### config.mk
export PLATFORM = sky130hd
export DESIGN_NAME = router_input_buffer_flat
export DESIGN_NICKNAME = d
export VERILOG_FILES = /design/src/rtl/router_input_buffer_if.sv /design/src/rtl/router_input_buffer.sv /design/src/flat_wrapper.sv
export SDC_FILE = /design/constraint.sdc
export NUM_CORES = 1
export LEC_CHECK = 0
export CORE_MARGIN = 4
export CORE_UTILIZATION = 40
export DETAILED_ROUTE_END_ITERATION = 8
export PLACE_DENSITY_LB_ADDON = 0.12
export SYNTH_ARGS = -nofsm -noshare
export SYNTH_HDL_FRONTEND = slang
export SYNTH_SLANG_ARGS = --single-unit
### constraint.sdc
create_clock -name clk -period 3.9 [get_ports clk]
set_input_delay 0.78 -clock clk [delete_from_list [all_inputs] [get_ports clk]]
set_output_delay 0.78 -clock clk [all_outputs]
set_load 0.01 [all_outputs]
### src/rtl/router_input_buffer_if.sv
// Router input buffer port bundle: upstream link plus arbiter/crossbar side.
// slave = the buffer, master = whoever drives the link and the grant.
interface router_input_buffer_if #(
  parameter int DATA_WIDTH = 32
);
  logic [DATA_WIDTH-1:0] data_in;
  logic                  wr_en;
  logic                  full;
  logic                  grant;
  logic                  rd_en;
  logic [DATA_WIDTH-1:0] data_out;
  logic [2:0]            flit_id;
  logic [11:0]           length;
  logic                  req;
  logic                  empty;
  logic                  err;

  modport slave (
    input  data_in, wr_en, grant, rd_en,
    output full, data_out, flit_id,
    output length, req, empty, err
  );

  modport master (
    output data_in, wr_en, grant, rd_en,
    input  full, data_out, flit_id,
    input  length, req, empty, err
  );
endinterface

### src/rtl/router_input_buffer.sv
// Per-port NoC router input stage: flit FIFO, head decode and
// request/route FSM in front of the arbiter.
module router_input_buffer #(
  parameter int DATA_WIDTH = 32,
  parameter int DEPTH      = 4,
  parameter int ADDR_WIDTH = 2
) (
  input logic clk,
  input logic rst,
  router_input_buffer_if.slave bus
);

  typedef enum logic [1:0] {
    IDLE,
    REQ,
    ROUTE
  } state_t;

  localparam logic [ADDR_WIDTH:0] PTR_ONE =
    {{ADDR_WIDTH{1'b0}}, 1'b1};

  state_t state;
  state_t state_nxt;

  logic [DATA_WIDTH-1:0] mem [DEPTH];
  logic [ADDR_WIDTH:0]   wr_ptr;
  logic [ADDR_WIDTH:0]   rd_ptr;
  logic [11:0]           len_reg;
  logic                  err_q;

  logic [DATA_WIDTH-1:0] head;
  logic [2:0]            head_id;
  logic empty;
  logic full;
  logic is_hdr;
  logic is_tail;
  logic wr_ok;
  logic pop;
  logic drop;
  logic load_len;

  assign empty = (wr_ptr == rd_ptr);
  assign full  =
    (wr_ptr[ADDR_WIDTH-1:0] == rd_ptr[ADDR_WIDTH-1:0]) &&
    (wr_ptr[ADDR_WIDTH] != rd_ptr[ADDR_WIDTH]);

  assign head    = mem[rd_ptr[ADDR_WIDTH-1:0]];
  assign head_id = head[DATA_WIDTH-1 -: 3];
  assign is_hdr  = !empty && (head_id == 3'b001);
  assign is_tail = (head_id == 3'b100);

  // full blocks the write even if a pop frees a slot this cycle
  assign wr_ok = bus.wr_en && !full;

  always_comb begin
    state_nxt = state;
    pop       = 1'b0;
    drop      = 1'b0;
    load_len  = 1'b0;
    unique case (state)
      IDLE: begin
        if (is_hdr) begin
          state_nxt = REQ;
          load_len  = 1'b1;
        end else if (!empty) begin
          pop  = 1'b1;
          drop = 1'b1;
        end
      end
      REQ: begin
        if (bus.grant) state_nxt = ROUTE;
      end
      ROUTE: begin
        if (!bus.grant) begin
          state_nxt = REQ;
        end else if (bus.rd_en && !empty) begin
          pop = 1'b1;
          if (is_tail) state_nxt = IDLE;
        end
      end
      default: state_nxt = IDLE;
    endcase
  end

  always_ff @(posedge clk) begin
    if (rst) begin
      state   <= IDLE;
      wr_ptr  <= '0;
      rd_ptr  <= '0;
      len_reg <= '0;
      err_q   <= 1'b0;
    end else begin
      state <= state_nxt;
      err_q <= drop;
      if (wr_ok) wr_ptr <= wr_ptr + PTR_ONE;
      if (pop) rd_ptr <= rd_ptr + PTR_ONE;
      if (load_len) len_reg <= head[11:0];
    end
  end

  always_ff @(posedge clk) begin
    if (wr_ok && !rst)
      mem[wr_ptr[ADDR_WIDTH-1:0]] <= bus.data_in;
  end

  assign bus.full     = full;
  assign bus.empty    = empty;
  assign bus.data_out = head;
  assign bus.flit_id  = empty ? 3'b000 : head_id;
  assign bus.length   = is_hdr ? head[11:0] : len_reg;
  assign bus.req      = (state != IDLE);
  assign bus.err      = err_q;

endmodule

### src/flat_wrapper.sv
// flat-port wrapper written by rule: the top's interface ports become plain ports
module router_input_buffer_flat 
#(
  parameter int DATA_WIDTH = 32,
  parameter int DEPTH      = 4,
  parameter int ADDR_WIDTH = 2
)
  (clk, rst, bus_data_in, bus_wr_en, bus_grant, bus_rd_en, bus_full, bus_data_out, bus_flit_id, bus_length, bus_req, bus_empty, bus_err);
  router_input_buffer_if #(.DATA_WIDTH(DATA_WIDTH)) bus_i ();
  input logic clk;
  input logic rst;
  input wire logic [$bits(bus_i.data_in)-1:0] bus_data_in;
  input wire logic [$bits(bus_i.wr_en)-1:0] bus_wr_en;
  input wire logic [$bits(bus_i.grant)-1:0] bus_grant;
  input wire logic [$bits(bus_i.rd_en)-1:0] bus_rd_en;
  output wire logic [$bits(bus_i.full)-1:0] bus_full;
  output wire logic [$bits(bus_i.data_out)-1:0] bus_data_out;
  output wire logic [$bits(bus_i.flit_id)-1:0] bus_flit_id;
  output wire logic [$bits(bus_i.length)-1:0] bus_length;
  output wire logic [$bits(bus_i.req)-1:0] bus_req;
  output wire logic [$bits(bus_i.empty)-1:0] bus_empty;
  output wire logic [$bits(bus_i.err)-1:0] bus_err;
  assign bus_i.data_in = bus_data_in;
  assign bus_i.wr_en = bus_wr_en;
  assign bus_i.grant = bus_grant;
  assign bus_i.rd_en = bus_rd_en;
  assign bus_full = bus_i.full;
  assign bus_data_out = bus_i.data_out;
  assign bus_flit_id = bus_i.flit_id;
  assign bus_length = bus_i.length;
  assign bus_req = bus_i.req;
  assign bus_empty = bus_i.empty;
  assign bus_err = bus_i.err;
  router_input_buffer #(.DATA_WIDTH(DATA_WIDTH), .DEPTH(DEPTH), .ADDR_WIDTH(ADDR_WIDTH)) u_core (.clk(clk), .rst(rst), .bus(bus_i));
endmodule
# Word-level counts from Yosys, hierarchy flattened
# Memory sizes are Yosys's and may differ from the RTL's. A register that Yosys moved wholly into a read port is not among the register bits.
# Index checks and enable logic that the tools add are counted.
[totals]
reg_bits = 21
latch_bits = 0
ramBits = 128
mem_bits_ro = 0
inputBits = 37
out_inout_bits = 51
word_cells = 51
memories = 1
[op_classes]
add_sub_neg = 2
mul = 0
div_mod_pow = 0
n_lt_le_gt_ge = 0
eq_ne = 11
n_shift = 0
muxes = 19
bitwise = 1
reduce_logical = 12
[memory_table]
columns = ["memory", "words", "word_bits", "read_ports", "rd_ports_with_merged_regs", "write_ports", "line_no", "text"]
rows = [
  ["u_core.mem", 4, 32, 1, 1, 1, "router_input_buffer.sv:25", "logic [DATA_WIDTH-1:0] mem [DEPTH];"],
]
[op_table]
columns = ["op", "count"]
rows = [
  ["two-way mux 2 bit", 7],
  ["two-way mux 12 bit", 1],
  ["two-way mux 1 bit", 8],
  ["adder 3 x 1 -> 3 bit (second input constant)", 2],
  ["!= test 3 x 2 -> 1 bit (second input constant)", 2],
  ["one-hot mux 2 bit (3 select lines)", 1],
  ["logical AND 1 bit", 5],
  ["AND reduction 4 bit", 1],
  ["== test 3 x 1 -> 1 bit (second input constant)", 1],
  ["== test 3 bit", 1],
  ["== test 3 bit (second input constant)", 1],
  ["zero test 1 bit", 3],
  ["two-way mux 3 bit", 1],
  ["== test 2 x 1 -> 1 bit (second input constant)", 1],
  ["== test 2 bit", 1],
  ["== test 2 bit (second input constant)", 1],
  ["zero test 2 bit", 1],
  ["!= test 2 x 1 -> 1 bit (second input constant)", 1],
  ["!= test 2 bit (second input constant)", 1],
  ["one-hot mux 1 bit (2 select lines)", 1],
  ["nonzero test 2 bit", 1],
  ["OR reduction 2 bit", 1],
  ["!= test 1 bit", 1],
  ["inverter 1 bit", 1],
]

# Logic depth before layout (Yosys ltp)
[depth]
ltp_word = 8
depth_mapped = 6
ltp_nobuf = 4

# Least setup slack after synthesis
# Ideal clock, no wire load.
[synth_timing]
kind = "reg2out"
from = "register (tool-made name)"
to = "output bus_length[10]"
t_arrival_ps = 2005
required_time_ps = 3120
slack_ps = 1115
path_stages_with_launch = 7
n_path_buf = 2
cell_sequence = "dfxtp_1 buf_2 mux4_2 nor3b_4 nand2b_2 buf_6 mux2_4"
[synth_rtl]
columns = ["element", "line_no", "text"]
rows = [
  ["end, declared", "flat_wrapper.sv:19", "output wire logic [$bits(bus_i.length)-1:0] bus_length;"],
]

# Final worst setup path
[layout_timing]
from = "register u_core.wr_ptr[1]"
to = "output bus_length[0]"
[layout_via]
elab_chain_len = 4
[layout_lines]
columns = ["element", "line_no", "text"]
rows = [
  ["start, declared", "router_input_buffer.sv:26", "logic [ADDR_WIDTH:0] wr_ptr;"],
  ["start signal, assigned", "router_input_buffer.sv:95", "if (wr_ok) wr_ptr <= wr_ptr + PTR_ONE;"],
  ["== test 3 bit", "router_input_buffer.sv:42", "assign empty = (wr_ptr == rd_ptr);"],
  ["zero test 1 bit", "router_input_buffer.sv:49", "assign is_hdr = !empty && (head_id == 3'b001);"],
  ["logical AND 1 bit", "router_input_buffer.sv:49", ""],
  ["two-way mux 12 bit", "router_input_buffer.sv:110", "assign bus.length = is_hdr ? head[11:0] : len_reg;"],
]
# No other way between the ends.

==> flow_metrics.env <==
export IMPL_outcome="finished, final reports clean"
export IMPL_cts_made_buffers=17
export IMPL_cp_required_ns=3.12
export IMPL_cts_setup_buffers=0
export IMPL_startpoint="u_core.wr_ptr[1]$_SDFFE_PP0N_"
export IMPL_power_internal_mw=3.563
export IMPL_largest_reg_flops=128
export IMPL_seqPwrFrac=0.390
export IMPL_drtPass1Iterations=4
export IMPL_multi_input_area_um2=1529
export IMPL_die_area_um2=16800
export IMPL_post_cts_resize_count=0
export IMPL_fin_skew_ns=0.005015
export IMPL_period_minus_slack_ns=3.683
export IMPL_finalSetupViolations=0
export IMPL_path_max_fanout=12
export IMPL_ant_nets=0
export IMPL_numPortBuffers=87
export IMPL_syn_area_um2=5917
export IMPL_power_density_nw_per_um2=644.8
export IMPL_drt_iter0_markers=189
export IMPL_cts_sinks=151
export IMPL_cts_root_buffer="clkbuf_16"
export IMPL_clockPowerShare=0.314
export IMPL_insertion_delay_ns=0.41
export IMPL_grt_total_usage=0.1450
export IMPL_std_cell_rows=44
export IMPL_synth_main_ff_cell="edfxtp_1"
export IMPL_cts_buffer_depth=2
export IMPL_tightest_slew_ns=0.6143
export IMPL_num_fill_cells=1206
export IMPL_drive_above_1_share=0.2235
export IMPL_fp_dieW_um=129.6
export IMPL_globalplace_congestion=0.7885
export IMPL_dp_hpwl_mm=7.548
export IMPL_avgSynthCellArea_um2=19.21
export IMPL_synth_area_leader_cell="edfxtp_1"
export IMPL_htree_levels=4
export IMPL_switching_share=0.2744
export IMPL_crit_path_start_kind="register"
export IMPL_antenna_found_initial=0
export IMPL_ios=88
export IMPL_yosysWarnings=0
export IMPL_p_sw_mw=1.348
export IMPL_first_global_vias=3318
export IMPL_ys_top_cells_by_area="edfxtp_1, mux4_2, dfxtp_1"
export IMPL_die_y_um=129.6
export IMPL_regArea_um2=4309
export IMPL_cts_tree="built"
export IMPL_syn_to_final_growth_pct=28.72
export IMPL_p_leak_nw=2.512
export IMPL_hold_start="u_core.len_reg[3]$_SDFFE_PP0P_"
export IMPL_postCtsHoldBufs=0
export IMPL_min_path_type="register to register"
export IMPL_report_final_slew_viol_count=0
export IMPL_hold_ws_ns=0.4751
export IMPL_wl_mm=11.25
export IMPL_ys_types=35
export IMPL_worstSetupPathType="register to output port"
export IMPL_cts_reportedPaths_clkPinSlew_ns=0.06
export IMPL_viasPerCell=5.008
export IMPL_max_clock_freq_mhz=271.5
export IMPL_worst_ir_drop_vdd_uv=316.9
export IMPL_nNetsFinal=454
export IMPL_critPathArrivalTime_ns=2.90
export IMPL_syn_num_nets=350
export IMPL_combPwrFrac=0.297
export IMPL_grt_max_degree=27
export IMPL_yosysSeqAreaShare=0.7274
export IMPL_synthCells=308
export IMPL_vias=3050
export IMPL_async_flop_share=0
export IMPL_slew_headroom=0.5869
export IMPL_rsz0062_at_grt="no"
export IMPL_coreArea_um2=14530
export IMPL_synthTopCellsByCount="edfxtp_1, mux4_2, dfxtp_1"
export IMPL_drc=0
export IMPL_n_antenna_cell=0
export IMPL_hold_viol_final=0
export IMPL_synth_edff_count=128
export IMPL_maxCapViolations=0
export IMPL_timing_setup_tns_ns=0
export IMPL_initial_core_util=0.4071
export IMPL_post_route_period_util=0.9444
export IMPL_grt_remaining_overflow=0
export IMPL_r2r_start="u_core.wr_ptr[1]$_SDFFE_PP0N_"
export IMPL_routedWlPerCell_um=18.47
export IMPL_ys_ff_latch=151
export IMPL_grt_pass1_wl_mm=18.02
export IMPL_yosys_area_top_type_share=0.6496
export IMPL_yosysMostFrequentCell="edfxtp_1"
export IMPL_cp_end_kind="output port"
stage by stage:
stage	cell area [um2]	worst slack (ns)	power (mW)	util	instances
after floorplan	5917	1.115	2.757	-	308
after global placement	7049	0.5649	3.422	0.4850	577
after detailed placement	7049	0.5331	3.427	0.4850	577
after CTS	7614	0.07986	4.977	0.5238	609
after global routing	7616	0.02354	5.160	0.5240	609
final	7616	0.2170	4.911	0.5240	609
layer usage:
metal	routed length, um	global-route usage
met3	702	0.05070
met2	5179	0.2181
met4	171	0.05501
met5	0	0
met1	5196	0.1958
area by class of cell:
| type | instances | share of cell area |
|---|---|---|
| Tap cell | 184 | 0.03023 |
| Clock inverter | 14 | 0.01774 |
| Clock buffer | 18 | 0.05635 |
| Timing Repair Buffer | 99 | 0.1262 |
| Multi-Input combinational cell | 137 | 0.2008 |
| Inverter | 6 | 0.002957 |
| Sequential cell | 151 | 0.5658 |
power groups by stage:
stage / Combinational (mW) / Clock (mW) / Sequential (mW)
final: 1.46 / 1.54 / 1.91
after global routing: 1.58 / 1.65 / 1.93
after CTS: 1.49 / 1.58 / 1.92
after detailed placement: 1.48 / 0 / 1.95
after global placement: 1.48 / 0 / 1.95
after floorplan: 0.844 / 0 / 1.91
worst max-delay path, stage by stage, from the launching register on:
cell             delay [ns]
dfxtp_1                0.42
xor2_1                 0.18
nor3_2                 0.53
nand2b_2               0.49
mux2_2                 0.38
clkdlybuf4s50_1        0.48
kinds of logic (layout without fill, tap and decap cells):
logic type | Yosys count | count (layout) | share of synthesized area
xor+xnor | 6 | 6 | 0.008881
fa+ha+maj | 5 | 5 | 0.01057
mux | 49 | 49 | 0.1601
simple gates | 42 | 42 | 0.04123
buf+inv | 20 | 137 | 0.01501
compound gates | 35 | 35 | 0.03679
flops | 151 | 151 | 0.7274
final timing paths:
path / endpoint / slack [ns] / cells after the start
max: bus_length[0] / 0.22 / 5
min: u_core.len_reg[3]$_SDFFE_PP0P_ / 0.48 / 2
max reg2reg: u_core.mem[2][17]$_DFFE_PP_ / 1.36 / 5
min reg2reg: u_core.len_reg[3]$_SDFFE_PP0P_ / 0.48 / 2
placed cells by master, fill, tap and decap left out, types with 9 or more instances in the layout:
cell	synthesis	routed
nand3_1	12	12
clkdlybuf4s50_1	0	87
buf_4	0	12
dfxtp_1	23	21
nor2_1	9	9
edfxtp_1	128	128
mux2_4	10	10
mux4_2	32	32
o21ai_0	11	11
a21oi_1	16	16
clkbuf_16	0	17
No activity file was read; power rests on OpenSTA's default activity.
